--- config.mk ---
export PLATFORM = sky130hd
export DESIGN_NAME = alu_arbiter
export DESIGN_NICKNAME = d
export VERILOG_FILES = /design/src/rtl/alu_arbiter.sv
export SDC_FILE = /design/constraint.sdc
export NUM_CORES = 1
export LEC_CHECK = 0
export ABC_AREA = 1
export CAP_MARGIN = 20
export CORE_AREA = 2 2 98 91
export DETAILED_ROUTE_END_ITERATION = 12
export DIE_AREA = 0 0 100 93
export PLACE_DENSITY = 0.81
export SKIP_LAST_GASP = 1
export SYNTH_ARGS = -nofsm -noshare
export SYNTH_HDL_FRONTEND = slang
export SYNTH_SLANG_ARGS = --single-unit
--- constraint.sdc ---
create_clock -name clk -period 1.1 [get_ports clk]
set_input_delay 0.165 -clock clk [delete_from_list [all_inputs] [get_ports clk]]
set_output_delay 0.165 -clock clk [all_outputs]
set_load 0.02 [all_outputs]
--- src/rtl/alu_arbiter.sv ---
// Two-requester round-robin front end for a single shared combinational ALU.
// One operation in flight: IDLE grants, EXEC samples the ALU, RESP holds the result.
module alu_arbiter #(
    parameter int WIDTH = 16
) (
    input  logic             clk,
    input  logic             rst_n,
    input  logic             req0_valid,
    output logic             req0_ready,
    input  logic [WIDTH-1:0] req0_a,
    input  logic [WIDTH-1:0] req0_b,
    input  logic [2:0]       req0_op,
    input  logic             req1_valid,
    output logic             req1_ready,
    input  logic [WIDTH-1:0] req1_a,
    input  logic [WIDTH-1:0] req1_b,
    input  logic [2:0]       req1_op,
    output logic [WIDTH-1:0] alu_a,
    output logic [WIDTH-1:0] alu_b,
    output logic [2:0]       alu_control,
    input  logic [WIDTH-1:0] alu_result,
    input  logic             alu_zero,
    output logic             rsp_valid,
    input  logic             rsp_ready,
    output logic             rsp_id,
    output logic [WIDTH-1:0] rsp_result,
    output logic             rsp_zero
);

    typedef enum logic [1:0] {
        IDLE = 2'd0,
        EXEC = 2'd1,
        RESP = 2'd2
    } state_e;

    state_e           state_q, state_d;
    logic             last_q, last_d;
    logic [WIDTH-1:0] a_q, a_d;
    logic [WIDTH-1:0] b_q, b_d;
    logic [2:0]       op_q, op_d;
    logic             id_q, id_d;
    logic [WIDTH-1:0] res_q, res_d;
    logic             zero_q, zero_d;
    logic             rid_q, rid_d;
    logic             gnt;
    logic             rdy0, rdy1;

    always_ff @(posedge clk or negedge rst_n) begin
        if (!rst_n) begin
            state_q <= IDLE;
            last_q  <= 1'b1;
            a_q     <= '0;
            b_q     <= '0;
            op_q    <= '0;
            id_q    <= 1'b0;
            res_q   <= '0;
            zero_q  <= 1'b0;
            rid_q   <= 1'b0;
        end else begin
            state_q <= state_d;
            last_q  <= last_d;
            a_q     <= a_d;
            b_q     <= b_d;
            op_q    <= op_d;
            id_q    <= id_d;
            res_q   <= res_d;
            zero_q  <= zero_d;
            rid_q   <= rid_d;
        end
    end

    always_comb begin
        state_d = state_q;
        last_d  = last_q;
        a_d     = a_q;
        b_d     = b_q;
        op_d    = op_q;
        id_d    = id_q;
        res_d   = res_q;
        zero_d  = zero_q;
        rid_d   = rid_q;
        gnt     = 1'b0;
        rdy0    = 1'b0;
        rdy1    = 1'b0;
        unique case (state_q)
            IDLE: begin
                // On contention the requester not served last wins
                if (req0_valid && req1_valid) begin
                    gnt = ~last_q;
                end else begin
                    gnt = req1_valid;
                end
                if (req0_valid || req1_valid) begin
                    rdy0    = ~gnt;
                    rdy1    = gnt;
                    a_d     = gnt ? req1_a  : req0_a;
                    b_d     = gnt ? req1_b  : req0_b;
                    op_d    = gnt ? req1_op : req0_op;
                    id_d    = gnt;
                    last_d  = gnt;
                    state_d = EXEC;
                end
            end
            EXEC: begin
                res_d   = alu_result;
                zero_d  = alu_zero;
                rid_d   = id_q;
                state_d = RESP;
            end
            RESP: begin
                if (rsp_ready) begin
                    state_d = IDLE;
                end
            end
            default: begin
                state_d = IDLE;
            end
        endcase
    end

    // Readies are forced low while reset is held, even with requests pending
    assign req0_ready  = rst_n & rdy0;
    assign req1_ready  = rst_n & rdy1;
    assign alu_a       = a_q;
    assign alu_b       = b_q;
    assign alu_control = op_q;
    assign rsp_valid   = (state_q == RESP);
    assign rsp_id      = rid_q;
    assign rsp_result  = res_q;
    assign rsp_zero    = zero_q;

endmodule

==> flow_metrics.tcl <==
set metrics [dict create \
    run_status "complete, but fails checks" \
    violations "negative setup slack" \
    grt_max_degree 58 \
    clk_latency_worst_skew_pair_ns 0.34 \
    maximum_resistive_drop_on_vdd_mv 1.09 \
    finish.utilization 0.548 \
    final.setup.worst_slack_ns -0.416 \
    clock_pin_slew_reported_for_the_worst_setup_and_hold_paths_after_clock_tree_synthesis_ns 0.07 \
    finalHoldWorstSlack_ns 0.00494 \
    core_area_um2 8330 \
    buffer_ports.inserted 147 \
    yosysSeqAreaShare 0.490 \
    maximum_buffer_depth_of_the_clock_tree 2 \
    worst_slew_margin_rel 0.538 \
    grt_setup_unrepaired "yes" \
    htree_levels 3 \
    fp.dieH_um 93 \
    leakage_power_of_the_design_nw 2.56 \
    grt_pass1_wl_um 13300 \
    die-area_um2 9300 \
    dr.first_iter.drc_count 69 \
    cts_hold_repair.buffers 0 \
    drtAntennaViolNets 0 \
    num_rows 32 \
    post-route-min-period_ns 1.52 \
    slew_viol_final 0 \
    leading_cell_types_in_the_layout_fill_and_taps_excluded "140 x sky130_fd_sc_hd__nand2_1, 89 x sky130_fd_sc_hd__clkdlybuf4s50_1, 87 x sky130_fd_sc_hd__nand3_1" \
    wl_cell_um 12.7 \
    track_usage 0.181 \
    post_synth_inst_count 400 \
    power.density_nw_per_um2 2570 \
    dp_worst_setup_slack_ns -0.816 \
    crit_path_start_kind "register" \
    critical_path_required_ns 0.94 \
    path_max_fanout 2 \
    die_x_um 100 \
    cts_num_sinks 57 \
    syn_to_final_growth_pct 56.5 \
    post-dp-hpwl_um 5790 \
    fin_nets 650 \
    critical-path-top-cell-by-count "sky130_fd_sc_hd__nand2_4" \
    final_layout_size_suffix_gt1_frac 0.202 \
    via_cell_ratio 4.56 \
    finalHoldViolCount 0 \
    worst-slew-pin-transition_ns 0.692 \
    yosysWarnings 0 \
    tritoncts "built" \
    synth.lib_cells_used.distinct 18 \
    count_of_cells_along_the_worst_register_to_register_path 6 \
    worst-endpoint-arrival_ns 1.35 \
    worstSetupEndpointType "primary output" \
    initial_core_util 0.350 \
    layout.filler_cells 761 \
    setup.worst_path.class "register to primary output" \
    syn-cell-area_um2 2920 \
    place.gp.congestion 0.829 \
    grt_pass1_vias 2861 \
    ctsRootBufferMaster "sky130_fd_sc_hd__clkbuf_8" \
    min_path_type "input pin to async pin" \
    postSynthAreaPerCell_um2 7.29 \
    final.period_utilization 1.38 \
    max_cap_viol_count 0 \
    cp_cell_sequence "nand2_4 -> nand2_4 -> inv_4 -> nor3_4 -> buf_6" \
    final-setup-viol-count 40 \
    synth-seq-cells 57 \
    floorplan.io_pins 148 \
    timing.critical_path.slowest_cell_delay_ns 0.55 \
    worst_clock_skew_ns 0.00763 \
    worst_path_max_delay_cell "sky130_fd_sc_hd__dfstp_2" \
    max_freq_mhz 660 \
    tritoncts.num_buffers 9 \
    syn_nets 492 \
    antenna-diode-count 0 \
    detailed_route_wl_um 8420 \
    grt_overflow_total 0 \
    drc 0 \
    antenna_found_initial 0 \
    num_vias 3031 \
    first_pass_iters 4 \
    most_common_library_cell_in_the_layout_ignoring_fill_and_taps "sky130_fd_sc_hd__nand2_1" \
    tns_ns -11.29 \
]
==> synthesized netlist by cell type <==
master / instances / area, µm²
sky130_fd_sc_hd__nor2_4: 1 / 11.3
sky130_fd_sc_hd__nor2_8: 1 / 20.0
sky130_fd_sc_hd__clkbuf_1: 5 / 18.8
sky130_fd_sc_hd__dfrtp_1: 56 / 1400
sky130_fd_sc_hd__buf_4: 3 / 22.5
sky130_fd_sc_hd__inv_1: 77 / 289
sky130_fd_sc_hd__inv_2: 1 / 3.75
sky130_fd_sc_hd__nand3_1: 87 / 435
sky130_fd_sc_hd__nand2_2: 2 / 12.5
sky130_fd_sc_hd__nor3_1: 1 / 5.00
sky130_fd_sc_hd__nand2_1: 145 / 544
sky130_fd_sc_hd__nand2_4: 1 / 11.3
sky130_fd_sc_hd__dfstp_2: 1 / 26.3
sky130_fd_sc_hd__buf_2: 7 / 35.0
sky130_fd_sc_hd__nor2_1: 2 / 7.51
sky130_fd_sc_hd__buf_6: 4 / 45.0
sky130_fd_sc_hd__o21ai_0: 3 / 15.0
sky130_fd_sc_hd__buf_1: 3 / 11.3
==> logic make-up after synthesis <==
family,synth area share
and+or+nand+nor,0.359
DFF,0.490
buffers and inverters,0.146
AOI/OAI and AO/OA,0.00515
==> state kept, by name, summed over array words and instances (netlist names) <==
| register | cells |
|---|---|
| alu_a | 16 |
| alu_b | 16 |
| rsp_result | 16 |
| alu_control | 3 |
| state_q | 2 |
| id_q | 1 |
| last_q | 1 |
| rsp_id | 1 |
| rsp_zero | 1 |
==> per-stage QoR <==
step	cells	power (mW)	area, µm²
floorplan	400	7.38	2960
global placement	644	10.5	4550
detailed placement	644	10.6	4550
CTS	664	11.7	4520
global route	665	12.6	4560
finish	665	11.7	4560
==> critical path, delay by kind of cell, from the launching register on <==
family	cells	cell delay, ns
buffers and inverters	2	0.17
DFF	1	0.55
and+or+nand+nor	3	0.28
==> report_power, final <==
| group | switching, mW | internal, mW | total [mW] |
|---|---|---|---|
| clock network | 0.889 | 0.809 | 1.70 |
| logic | 3.84 | 2.44 | 6.28 |
| registers | 0.564 | 3.17 | 3.74 |
| total | 5.29 | 6.42 | 11.7 |
==> per-layer routing <==
metal	vias up	track usage	wire, µm
li1	1520	-	-
met1	1371	0.222	3600
met2	122	0.302	4050
met3	18	0.0419	580
met4	0	0.0845	193
met5	-	0	0
==> area by class of cell <==
type | count | area (µm²) | area share
clock inverter | 7 | 46.3 | 0.0101
clock buffer | 9 | 124 | 0.0272
timing repair buffer | 169 | 1430 | 0.313
sequential | 57 | 1430 | 0.313
multi-input combinational | 243 | 1110 | 0.244
inverter | 78 | 295 | 0.0647
tap | 102 | 128 | 0.0280
==> final timing paths <==
path                       slack [ns]             to           from
setup / recovery                -0.42     req0_ready         last_q
hold / removal                  0.005      alu_b[14]          rst_n
setup reg to reg                -0.32       alu_a[1]         last_q
hold reg to reg                  0.47  rsp_result[6]  rsp_result[6]
max in group asynchronous        0.64      alu_b[10]          rst_n
min in group clk                 0.38  rsp_result[2]  alu_result[2]
==> timing repair <==
action,4_1_cts,5_1_grt
setup endpoints to repair,112,60
cloned,1,1
buffers inserted,4,1
pin swaps,0,1
resized for setup,241,15
Note: power is estimated with default switching activity, not from simulation.
